File: src/rtl/seq_pkg.sv
// Shared types and default sizes for the command sequence player.
//   seq_state_t : playback FSM states
//   seq_entry_t : one table entry {post-delay, command byte}
package seq_pkg;

    localparam int unsigned SEQ_DEPTH  = 8;
    localparam int unsigned SEQ_DATA_W = 8;
    localparam int unsigned SEQ_DLY_W  = 24;

    typedef enum logic [1:0] {
        IDLE,
        SEND,
        WAIT_DONE,
        DELAY
    } seq_state_t;

    typedef struct packed {
        logic [SEQ_DLY_W-1:0]  dly;
        logic [SEQ_DATA_W-1:0] cmd;
    } seq_entry_t;

endpackage

File: src/rtl/cmd_seq_table.sv
// Command table: DEPTH x seq_entry_t register file, one synchronous write
// port and one asynchronous read port. Contents are not reset.
//   clk     : system clock
//   wr_en   : write strobe (already qualified by the caller)
//   wr_addr : entry to write
//   wr_data : entry contents
//   rd_addr : entry to read
//   rd_data : entry contents at rd_addr (combinational)
module cmd_seq_table
    import seq_pkg::*;
#(
    parameter int unsigned DEPTH = SEQ_DEPTH,
    localparam int unsigned IDX_W = $clog2(DEPTH)
)(
    input  logic             clk,
    input  logic             wr_en,
    input  logic [IDX_W-1:0] wr_addr,
    input  seq_entry_t       wr_data,
    input  logic [IDX_W-1:0] rd_addr,
    output seq_entry_t       rd_data
);

    seq_entry_t mem [DEPTH];

    always_ff @(posedge clk) begin
        if (wr_en) begin
            mem[wr_addr] <= wr_data;
        end
    end

    assign rd_data = mem[rd_addr];

endmodule

File: src/rtl/cmd_seq_player.sv
// Timed command sequencer: plays table entries (command byte, post-delay)
// into a uart_tx through its trmt/tx_data/tx_done handshake.
//   clk, rst_n         : clock, asynchronous active-low reset
//   wr_en/wr_addr/
//   wr_cmd/wr_dly      : table write port, honoured only while idle
//   num_cmds, loop_en  : entries to play and wrap mode, sampled at start
//   start, abort       : begin / stop playback
//   trmt, tx_data      : transmit pulse and byte to uart_tx
//   tx_done            : uart_tx completion, only its rising edge is used
//   busy, done, cur_idx: status, completion pulse, entry being played
//   wr_err             : pulse when a write arrives while busy (dropped)
module cmd_seq_player
    import seq_pkg::*;
#(
    parameter int unsigned DEPTH = SEQ_DEPTH,
    localparam int unsigned IDX_W  = $clog2(DEPTH),
    localparam int unsigned DATA_W = SEQ_DATA_W,
    localparam int unsigned DLY_W  = SEQ_DLY_W
)(
    input  logic              clk,
    input  logic              rst_n,
    input  logic              wr_en,
    input  logic [IDX_W-1:0]  wr_addr,
    input  logic [DATA_W-1:0] wr_cmd,
    input  logic [DLY_W-1:0]  wr_dly,
    input  logic [IDX_W:0]    num_cmds,
    input  logic              loop_en,
    input  logic              start,
    input  logic              abort,
    output logic              trmt,
    output logic [DATA_W-1:0] tx_data,
    input  logic              tx_done,
    output logic              busy,
    output logic              done,
    output logic [IDX_W-1:0]  cur_idx,
    output logic              wr_err
);

    seq_state_t        state_q, state_d;
    seq_entry_t        rd_entry;
    logic              tx_done_q;
    logic              tx_rise;
    logic              abort_q;
    logic              loop_q;
    logic              done_d;
    logic [IDX_W-1:0]  last_q;
    logic [IDX_W:0]    n_clamp;
    logic [DLY_W-1:0]  dly_rem_q;
    logic [DATA_W-1:0] tx_data_q;
    logic              done_q;
    logic              wr_err_q;
    logic [IDX_W-1:0]  cur_idx_q;

    cmd_seq_table #(.DEPTH(DEPTH)) u_table (
        .clk     (clk),
        .wr_en   (wr_en && (state_q == IDLE)),
        .wr_addr (wr_addr),
        .wr_data ({wr_dly, wr_cmd}),
        .rd_addr (cur_idx_q),
        .rd_data (rd_entry)
    );

    assign tx_rise = tx_done && !tx_done_q;

    always_comb begin
        n_clamp = (num_cmds > (IDX_W+1)'(DEPTH)) ? (IDX_W+1)'(DEPTH) : num_cmds;
    end

    // State register
    always_ff @(posedge clk or negedge rst_n) begin
        if (!rst_n) begin
            state_q <= IDLE;
        end else begin
            state_q <= state_d;
        end
    end

    // Next-state logic; done_d marks the transitions that end a sequence normally
    always_comb begin
        state_d = state_q;
        done_d  = 1'b0;
        case (state_q)
            IDLE: begin
                if (start && !abort) begin
                    if (num_cmds == '0) begin
                        done_d = 1'b1;
                    end else begin
                        state_d = SEND;
                    end
                end
            end
            SEND: begin
                state_d = abort ? IDLE : WAIT_DONE;
            end
            WAIT_DONE: begin
                // an abort seen at any point while waiting still lets the byte finish
                if (tx_rise) begin
                    state_d = (abort || abort_q) ? IDLE : DELAY;
                end
            end
            DELAY: begin
                if (abort) begin
                    state_d = IDLE;
                end else if (dly_rem_q <= DLY_W'(1)) begin
                    if ((cur_idx_q != last_q) || loop_q) begin
                        state_d = SEND;
                    end else begin
                        state_d = IDLE;
                        done_d  = 1'b1;
                    end
                end
            end
            default: state_d = IDLE;
        endcase
    end

    // Outputs; tx_data is taken straight from the table during SEND so a
    // write landing on the start edge is already visible with trmt
    always_comb begin
        trmt    = (state_q == SEND);
        busy    = (state_q != IDLE);
        tx_data = (state_q == SEND) ? rd_entry.cmd : tx_data_q;
        done    = done_q;
        wr_err  = wr_err_q;
        cur_idx = cur_idx_q;
    end

    // Datapath: edge detect, index, delay counter, held byte, status pulses
    always_ff @(posedge clk or negedge rst_n) begin
        if (!rst_n) begin
            tx_done_q <= 1'b0;
            abort_q   <= 1'b0;
            loop_q    <= 1'b0;
            last_q    <= '0;
            dly_rem_q <= '0;
            tx_data_q <= '0;
            done_q    <= 1'b0;
            wr_err_q  <= 1'b0;
            cur_idx_q <= '0;
        end else begin
            tx_done_q <= tx_done;
            done_q    <= done_d;
            wr_err_q  <= wr_en && (state_q != IDLE);
            case (state_q)
                IDLE: begin
                    abort_q <= 1'b0;
                    if (state_d == SEND) begin
                        cur_idx_q <= '0;
                        loop_q    <= loop_en;
                        last_q    <= IDX_W'(n_clamp - (IDX_W+1)'(1));
                    end
                end
                SEND: begin
                    tx_data_q <= rd_entry.cmd;
                end
                WAIT_DONE: begin
                    if (abort) begin
                        abort_q <= 1'b1;
                    end
                    if (tx_rise) begin
                        dly_rem_q <= rd_entry.dly;
                    end
                end
                DELAY: begin
                    if (dly_rem_q > DLY_W'(1)) begin
                        dly_rem_q <= dly_rem_q - DLY_W'(1);
                    end
                    if (state_d == SEND) begin
                        cur_idx_q <= (cur_idx_q == last_q) ? '0 : cur_idx_q + IDX_W'(1);
                    end
                end
                default: ;
            endcase
        end
    end

endmodule
File: config.mk
export PLATFORM = sky130hd
export DESIGN_NAME = cmd_seq_player
export DESIGN_NICKNAME = d
export VERILOG_FILES = /design/src/rtl/seq_pkg.sv /design/src/rtl/cmd_seq_table.sv /design/src/rtl/cmd_seq_player.sv
export SDC_FILE = /design/constraint.sdc
export NUM_CORES = 1
export LEC_CHECK = 0
export BUFFER_PORTS_ARGS = -buffer_cell sky130_fd_sc_hd__buf_2
export CAP_MARGIN = 20
export CORE_UTILIZATION = 60
export CTS_BUF_LIST = sky130_fd_sc_hd__clkbuf_8
export DETAILED_ROUTE_END_ITERATION = 16
export GPL_TIMING_DRIVEN = 0
export PLACE_DENSITY = 0.84
export SLEW_MARGIN = 30
export SYNTH_ARGS = -nofsm -noshare
export SYNTH_HDL_FRONTEND = slang
export SYNTH_SLANG_ARGS = --single-unit
File: constraint.sdc
create_clock -name clk -period 4.3 [get_ports clk]
set_input_delay 1.075 -clock clk [delete_from_list [all_inputs] [get_ports clk]]
set_output_delay 1.075 -clock clk [all_outputs]
set_load 0.05 [all_outputs]
==> results.ini, run 1 <==
[clock_tree]
cts_made_buffers=47
cts.sinks=301
post_cts_resized=11
cts_tree=done
cts_root_buf=clkbuf_8
cts_max_level=2
ctsHoldBuffers=0
cts_buffer_depth=3
clk_latency_ps=560
clk_pin_slew_ps=60
cts_setup_buffers=0

[setup_path]
rr_endpoint=dly_rem_q[13]
required_ps=3220
slowest_delay_ps=540
end_kind=output pin
path_max_fanout=10
cp.arrival_ps=3040
rr_startpoint=dly_rem_q[9]
ff2ff_setup_slack_ps=1350
startpoint_type=register
cp_common_cell=buf_4
critical_path_class=reg -> out
r2r_cells=8
crit_slowest_cell=mux4_2
crit_chain=clkbuf_4, buf_4, buf_4, mux4_2, mux2i_1, a21oi_1, buf_2

[floorplan]
dieArea_um2=20940
core-area_um2=19720
die_w_um=144.7
start_util=0.6196
chipHeight_um=144.7
io_pins=61
rows=51

[layout]
utilization=0.7206
final_cell_area_um2=14210
nNetsFinal=871
syn_to_final_growth_pct=16.30
final_layout_size_suffix_gt1_frac=0.3189

[timing]
finalSetupViolCount=0
post-route-min-period_ps=4114
hold_viol=0
min_period_over_period=0.9566
slew_headroom=0.4020
clock_skew_ps=17.98
rsz0062_at_grt=false
fmax_mhz=243.1
slew_violations=0
tightestPinTransition_ps=896.9

[detailed_routing]
drt_wl_total_um=26390
drtIter0Drc=718
routedWlPerCell_um=23.58
vias=7020
ant_nets=0
via_per_inst=6.273
dr.pass1.iters=6
drc=0

[synthesis]
yosysTopAreaCell=edfxtp_1
synth_area_leaders=edfxtp_1, mux4_2, dfrtp_1, a21oi_1, mux2_2
async_flop_share=0.1495
synth_top_area_share=0.6293
synthCells=675
netlist_area_um2=12220
ys_ff_latch=301
synth_seq_area_share=0.7214
synthFlopType=edfxtp_1
syn-num-nets=729
yosysUniqueCellTypes=54
yosysWarnings=0
synth_edf_count=256
postSynthAreaPerCell_um2=18.10

[min_path]
hold_class=reg -> reg
whs_endpoint=last_q[0]
holdCritStartpoint=last_q[0]
hold_depth=1

[place]
placed_area_um2=13240
post-dp-hpwl_um=17700
place.gp.congestion=0.8735
port_buffers=60

[global_route]
grt_pass1_vias=7257
grt_pass1_wl_um=40320
grt_usage=0.2682
antenna_found_initial=0
grt_max_degree=46
grt_overflow=0

[pwr]
leakage_uw=0.004789
ir_worst_vdd_uv=285.5
power_density_nw_per_um2=538.4

[flow_run]
cap_violations=0

[run_status]
status=completed

## cells in the mapped netlist (2+ instances only)
cell type	instances
edfxtp_1	256
mux4_2	64
dfrtp_1	45
a21oi_1	37
nand2_1	25
nor2_1	22
o21ai_0	21
clkbuf_1	19
mux2_2	15
mux2i_1	15
o22ai_1	13
nor3_1	12
nand3_1	11
buf_1	10
inv_1	10
nand2b_1	9
nor4_1	9
ha_1	8
a22o_1	6
a211oi_1	5
a31oi_1	5
nor2b_1	5
o32ai_1	5
or3_1	5
buf_2	3
mux2_1	3
o31ai_1	3
xor2_1	3
nand3b_1	2
nand4_1	2
o22a_1	2
or2b_2	2
or3_4	2
## worst max-delay path: cells and delay by family, from the launching register on
family / cells / cell delay [ps]
compound gates: 1 / 110
buf+inv: 4 / 1170
flops: 1 / 470
mux: 2 / 710
## layer usage
layer,routed length (um),part of all wire,GRT usage
met1,10740,0.41,0.3649
met2,13130,0.50,0.4378
met3,1892,0.072,0.04804
met4,616,0.023,0.1030
met5,0,0,0
## placed cells by master, fill, tap and decap left out, types with 5 or more instances in the layout
| master | Yosys | final |
|---|---|---|
| edfxtp_1 | 256 | 256 |
| mux4_2 | 64 | 64 |
| buf_2 | 3 | 62 |
| clkbuf_8 | 0 | 54 |
| dfrtp_1 | 45 | 45 |
| a21oi_1 | 37 | 37 |
| buf_4 | 0 | 30 |
| nand2_1 | 25 | 25 |
| inv_1 | 10 | 23 |
| o21ai_0 | 21 | 21 |
| nor2_1 | 22 | 20 |
| clkbuf_1 | 19 | 15 |
| mux2i_1 | 15 | 15 |
| mux2_2 | 15 | 15 |
| o22ai_1 | 13 | 13 |
| nand3_1 | 11 | 11 |
| nand2b_1 | 9 | 9 |
| clkinv_1 | 0 | 9 |
| nor4_1 | 9 | 8 |
| ha_1 | 8 | 8 |
| nor3_1 | 12 | 6 |
| nor3_2 | 0 | 6 |
| a22o_1 | 6 | 6 |
| or3_1 | 5 | 5 |
| a31oi_1 | 5 | 5 |
| a211oi_1 | 5 | 5 |
| nor2b_1 | 5 | 5 |
| o32ai_1 | 5 | 5 |
## where the power goes
part / switching [uW] / internal, uW
clock network: 1070 / 1270
logic: 1030 / 624
registers: 199 / 3460
## logic make-up after synthesis
kind of cell             share of synthesized area
AND/OR/NAND/NOR                            0.05182
flip-flops                                  0.7214
buffers and inverters                      0.01413
XOR/XNOR                                  0.002868
multiplexers                                0.1481
adder cells (fa/ha/maj)                   0.008194
AO/OA/AOI/OAI                              0.05346
## metrics by stage
step | worst slack, ps | TNS (ps) | hold WS, ps | total power, uW | std cells
floorplan | 148.9 | 0 | 464.4 | 4836 | 675
global placement | -2066 | -402170 | 486.2 | 5206 | 1000
detailed placement | -48.08 | -164.1 | 502.0 | 5326 | 1034
CTS | 48.99 | 0 | 522.9 | 7649 | 1118
global route | 30.12 | 0 | 534.9 | 7958 | 1118
finish | 186.4 | 0 | 517.3 | 7651 | 1119
## final cells by class
type / count / area, um^2
timing repair buffer: 94 / 649.4
clock inverter: 31 / 186.4
sequential: 301 / 8813
antenna: 1 / 2.502
inverter: 10 / 37.54
clock buffer: 54 / 743.2
tap: 265 / 331.6
buffer: 32 / 162.7
fill: 1151 / 5509
multi-input combinational: 331 / 3282
## state kept, by name (all words and copies together), names as in the netlist
register	count
loop_q	1
tx_data_q	8
abort_q	1
wr_err	1
tx_done_q	1
done	1
cur_idx	3
u_table.mem	256
last_q	3
dly_rem_q	24
state_q	2
## worst max-delay path by stage
stage,startpoint,to,slack [ps],cells after the start
after floorplan,cur_idx[0],tx_data[6],150,6
after global placement,wr_addr[1],u_table.mem[4][23],-2070,3
after detailed placement,cur_idx[1],tx_data[2],-50,7
after CTS,cur_idx[0],tx_data[7],50,7
after global routing,cur_idx[0],tx_data[7],30,7
final,cur_idx[0],tx_data[7],190,7
(Power assumes the default switching activity.)
==> run 2, diff against run 1 <==
--- a/config.mk
+++ b/config.mk
@@ -8,7 +8,6 @@
 export BUFFER_PORTS_ARGS = -buffer_cell sky130_fd_sc_hd__buf_2
 export CAP_MARGIN = 20
 export CORE_UTILIZATION = 60
-export CTS_BUF_LIST = sky130_fd_sc_hd__clkbuf_8
 export DETAILED_ROUTE_END_ITERATION = 16
 export GPL_TIMING_DRIVEN = 0
 export PLACE_DENSITY = 0.84
==> run 2 against run 1 <==
Worst hold slack improved by 2.5 ps. Flip-flop and latch count did not move. Clock skew fell by 9.3 ps. Global-route usage rose by 1.1 points. Wire length rose by 4.6%. Largest power group unchanged. Highest routed layer unchanged.
==> results.ini, run 2 (same netlist as run 1, synthesis figures left out) <==
[place]
place_inst=1034
port_buffers=60
place.gp.congestion=0.8735
placed_area_um2=13240
post-dp-hpwl_um=17700

[clock_tree]
cts_max_level=1
cts_root_buf=clkbuf_16
cts_tree=done
cts.sinks=301
clk_pin_slew_ps=60
cts_buffer_depth=3
cts_setup_buffers=0
cts_made_buffers=30
clk_latency_ps=540
ctsHoldBuffers=0

[pwr]
leakage_uw=0.004731
clkPwrFrac=0.322
power_density_nw_per_um2=555.8
netSwitchingFraction=0.2954
p_switching_uw=2338
intPower_uw=5577
seqPwrFrac=0.465
p_comb_frac=0.213
ir_worst_vdd_uv=384.2

[detailed_routing]
topRoutingLayerUsed=met4
via_per_inst=6.530
drtIter0Drc=665
routedWlPerCell_um=25.33
ant_nets=0
wl_met3_um=2081
vias=7111
route.met2.wl_um=13560
drc=0
drt_wl_total_um=27590
dr.pass1.iters=7
m1WireLength_um=10860

[setup_path]
rr_endpoint=dly_rem_q[13]
end_kind=output pin
crit_chain=clkbuf_4, buf_4, buf_4, mux4_2, mux2i_1, a21oi_1, buf_2
critical_path_class=reg -> out
slowest_delay_ps=540
required_ps=3220
crit_slowest_cell=mux4_2
startpoint_type=register
cp.arrival_ps=3050
rr_startpoint=dly_rem_q[10]
ff2ff_setup_slack_ps=1240
path_max_fanout=10
cp_common_cell=buf_4
r2r_cells=8

[floorplan]
start_util=0.6196
rows=51
chipHeight_um=144.7
die_w_um=144.7
io_pins=61
dieArea_um2=20940
core-area_um2=19720

[min_path]
hold_depth=1
holdCritStartpoint=last_q[0]
whs_endpoint=last_q[0]
hold_class=reg -> reg

[global_route]
grt_usage=0.2789
grt_overflow=0
antenna_found_initial=0
grt_pass1_vias=7327
grt_pass1_wl_um=41950
grt_max_degree=46

[layout]
utilization=0.7223
syn_to_final_growth_pct=16.57
final_cells=1089
largest_register_ffs=256
layout_common_cells=edfxtp_1, mux4_2, buf_2
nNetsFinal=853
mostFrequentLayoutCell=edfxtp_1
final_cell_area_um2=14240
reg.largest.list=u_table.mem x256, dly_rem_q x24, tx_data_q x8
final_layout_size_suffix_gt1_frac=0.3038
regMostFlops=u_table.mem

[run_status]
status=completed

[timing]
fmax_mhz=242.7
hold_viol=0
post-route-min-period_ps=4121
finalSetupViolCount=0
min_period_over_period=0.9583
slew_headroom=0.3894
rsz0062_at_grt=false
tightestPinTransition_ps=915.9
clock_skew_ps=8.732
slew_violations=0

[flow_run]
cap_violations=0

[run 2: cell count changes in the layout (fill, tap and decap cells not counted)]
cell	previous run	this run
bufinv_16	2	3
clkinv_1	9	7
clkbuf_16	0	31
clkbuf_1	15	22
clkinv_2	4	5
buf_2	62	61
inv_1	23	10
clkbuf_8	54	0
[run 2: metal layers]
| metal | vias to the layer above | track usage |
|---|---|---|
| met4 | 0 | 0.1141 |
| li1 | 2988 | - |
| met5 | - | 0 |
| met2 | 400 | 0.4585 |
| met1 | 3627 | 0.3756 |
| met3 | 96 | 0.04673 |
[run 2: final cells by class]
type / instances / area (um^2)
Antenna cell: 1 / 2.502
Buffer: 31 / 157.7
Clock buffer: 38 / 802.0
Clock inverter: 18 / 165.2
Fill cell: 1135 / 5477
Inverter: 10 / 37.54
Multi-Input combinational cell: 331 / 3282
Sequential cell: 301 / 8813
Tap cell: 265 / 331.6
Timing Repair Buffer: 94 / 649.4
[run 2: repair_timing]
action | in CTS | in global routing
endpoints found under the hold margin | 0 | 0
endpoints found under the setup margin | 8 | 8
gates resized for setup | 10 | 3
[run 2: how the worst max path moves through the flow]
stage / startpoint / end
floorplan: cur_idx[0] / tx_data[6]
global placement: wr_addr[1] / u_table.mem[4][23]
detailed placement: cur_idx[1] / tx_data[2]
CTS: cur_idx[0] / tx_data[7]
global route: cur_idx[0] / tx_data[7]
finish: cur_idx[0] / tx_data[7]
[run 2: stage by stage]
stage	hold WS, ps	power (uW)	setup TNS [ps]	setup WS [ps]
after floorplan	464.4	4836	0	148.9
after global placement	486.2	5206	-402170	-2066
after detailed placement	502.0	5326	-164.1	-48.08
after CTS	522.9	7901	0	39.71
after global routing	535.6	8177	0	27.12
final	519.8	7915	0	179.3
[run 2: power groups by stage]
stage / Clock [uW] / Combinational (uW) / Sequential [uW]
4_1_cts: 2570 / 1670 / 3660
3_3_place_gp: 0 / 1520 / 3690
5_1_grt: 2670 / 1810 / 3700
3_5_place_dp: 0 / 1630 / 3700
6_report: 2550 / 1690 / 3680
2_1_floorplan: 0 / 1160 / 3670
[run 2: worst max-delay path: cells and delay by family (launching register included)]
kind / cells / cell delay [ps]
DFF: 1 / 470
buffers and inverters: 4 / 1180
muxes: 2 / 720
AOI/OAI and AO/OA: 1 / 110
==> run 3, diff against run 2 <==
--- a/config.mk
+++ b/config.mk
@@ -11,6 +11,7 @@
 export DETAILED_ROUTE_END_ITERATION = 16
 export GPL_TIMING_DRIVEN = 0
 export PLACE_DENSITY = 0.84
+export SETUP_SLACK_MARGIN = 0.4
 export SLEW_MARGIN = 30
 export SYNTH_ARGS = -nofsm -noshare
 export SYNTH_HDL_FRONTEND = slang
==> run 3 against run 2 <==
Clock skew rose by 5.0 ps. Combinational power barely moved. Non-clock buffer count rose by 5. Clock power rose by 10%. Die area did not move. Critical endpoint is now tx_data[4]. Largest power group unchanged.
==> results.ini, run 3 (same netlist as run 1, synthesis figures left out) <==
[setup_path]
cp.arrival_ps=2730
critical_path_class=reg -> out
startpoint_type=register
required_ps=3220
rr_startpoint=state_q[1]
ff2ff_setup_slack_ps=1250
crit_end=tx_data[4]
crit_start=cur_idx[1]
r2r_cells=9
end_kind=output pin
path_max_fanout=10
rr_endpoint=u_table.mem[5][14]

[detailed_routing]
drtIter0Drc=693
ant_nets=0
routedWlPerCell_um=24.82
drt_wl_total_um=27130
via_per_inst=6.473
dr.pass1.iters=5
drc=0
vias=7075

[pwr]
intPower_uw=5882
p_comb_frac=0.210
ir_worst_vdd_uv=338.9
seqPwrFrac=0.447
p_switching_uw=2316
netSwitchingFraction=0.2825
clkPwrFrac=0.343
leakage_uw=0.004836
power_density_nw_per_um2=567.7

[flow_run]
cap_violations=0

[global_route]
grt_pass1_vias=7182
grt_overflow=0
grt_max_degree=46
grt_usage=0.2720
antenna_found_initial=0
grt_pass1_wl_um=40840

[timing]
fmax_mhz=262.5
slew_violations=0
rsz0062_at_grt=false
finalSetupViolCount=0
min_period_over_period=0.8859
tns_ps=0
hold_viol=0
holdWs_ps=517.0
clock_skew_ps=13.70
post-route-min-period_ps=3810
slew_headroom=0.3988
tightestPinTransition_ps=901.9
finalWorstSetupSlack_ps=490.5

[layout]
nNetsFinal=858
n_fill_cell=1066
reg.largest.list=u_table.mem x256, dly_rem_q x24, tx_data_q x8
final_layout_size_suffix_gt1_frac=0.3249
mostFrequentLayoutCell=edfxtp_1
regMostFlops=u_table.mem
syn_to_final_growth_pct=18.19
layout_common_cells=edfxtp_1, mux4_2, buf_2
largest_register_ffs=256
antenna_cells=0

[place]
port_buffers=60
pre_cts_slack_ps=-94.59
post-dp-hpwl_um=17610
place.gp.congestion=0.8504

[clock_tree]
clk_pin_slew_ps=60
cts.sinks=301
cts_buffer_depth=3
cts_root_buf=clkbuf_16
cts_max_level=1
clk_latency_ps=550
cts_made_buffers=30
ctsHoldBuffers=0
cts_tree=done

[floorplan]
rows=51
chipHeight_um=144.7
core-area_um2=19720
io_pins=61
dieArea_um2=20940
start_util=0.6196
die_w_um=144.7

[run_status]
status=completed

[min_path]
hold_depth=1
hold_class=reg -> reg

==> run 3: cell types whose count changed in the layout (fill, tap and decap cells not counted), sizes merged <==
| cell | change |
|---|---|
| buf | +7 |
| bufinv | +4 |
| clkbuf | +2 |
| clkdlybuf4s15 | -2 |
| clkinv | -4 |
| clkinvlp | -2 |
| diode | -1 |
==> run 3: repair_timing <==
action | CTS | global route
setup endpoints to repair | 8 | 5
hold endpoints to repair | 0 | 0
resized for setup | 28 | 5
pin swaps | 0 | 0
setup buffers | 0 | 2
==> run 3: through the flow <==
stage	instance area [um^2]	utilization	std cells	total power, uW
after floorplan	12250	-	675	4862
after global placement	12880	0.6534	1000	5225
after detailed placement	13280	0.6733	1035	5349
after CTS	14400	0.7305	1091	8181
after global routing	14440	0.7323	1093	8464
final	14440	0.7323	1093	8198
==> run 3: final cells by class <==
cell class | count | area (um^2) | area share
Inverter | 10 | 37.54 | 0.002600
Buffer | 33 | 188.9 | 0.01308
Tap cell | 265 | 331.6 | 0.02296
Clock buffer | 40 | 829.5 | 0.05745
Sequential cell | 301 | 8815 | 0.6105
Timing Repair Buffer | 97 | 661.9 | 0.04584
Clock inverter | 16 | 252.7 | 0.01750
Multi-Input combinational cell | 331 | 3322 | 0.2301
==> run 3: how the worst min path moves through the flow <==
stage | from | endpoint | slack, ps
finish | dly_rem_q[11] | dly_rem_q[11] | 520
global route | tx_data_q[0] | tx_data_q[0] | 540
CTS | dly_rem_q[11] | dly_rem_q[11] | 520
detailed placement | tx_data_q[5] | tx_data_q[5] | 500
global placement | loop_q | loop_q | 490
floorplan | dly_rem_q[13] | dly_rem_q[13] | 460
==> run 3: power groups by stage <==
stage	combinational, uW	clock [uW]	sequential [uW]
2_1_floorplan	1190	0	3670
3_3_place_gp	1540	0	3690
3_5_place_dp	1650	0	3700
4_1_cts	1690	2840	3650
5_1_grt	1830	2960	3680
6_report	1720	2810	3660
==> run 3: metal layers <==
metal  global-route usage  part of all wire  vias up
li1                     -                 -     3005
met1               0.3666              0.39     3528
met2               0.4319              0.48      452
met3              0.05726             0.092       90
met4               0.1241             0.037        0
met5                    0                 0        -
==> run 3: critical path, cell delays in order (launching register included) <==
cell and delay, ps:
dfrtp_1 480, buf_4 280, clkbuf_4 280, buf_4 260, mux4_2 340, mux2i_1 210, a21oi_2 90, buf_2 230
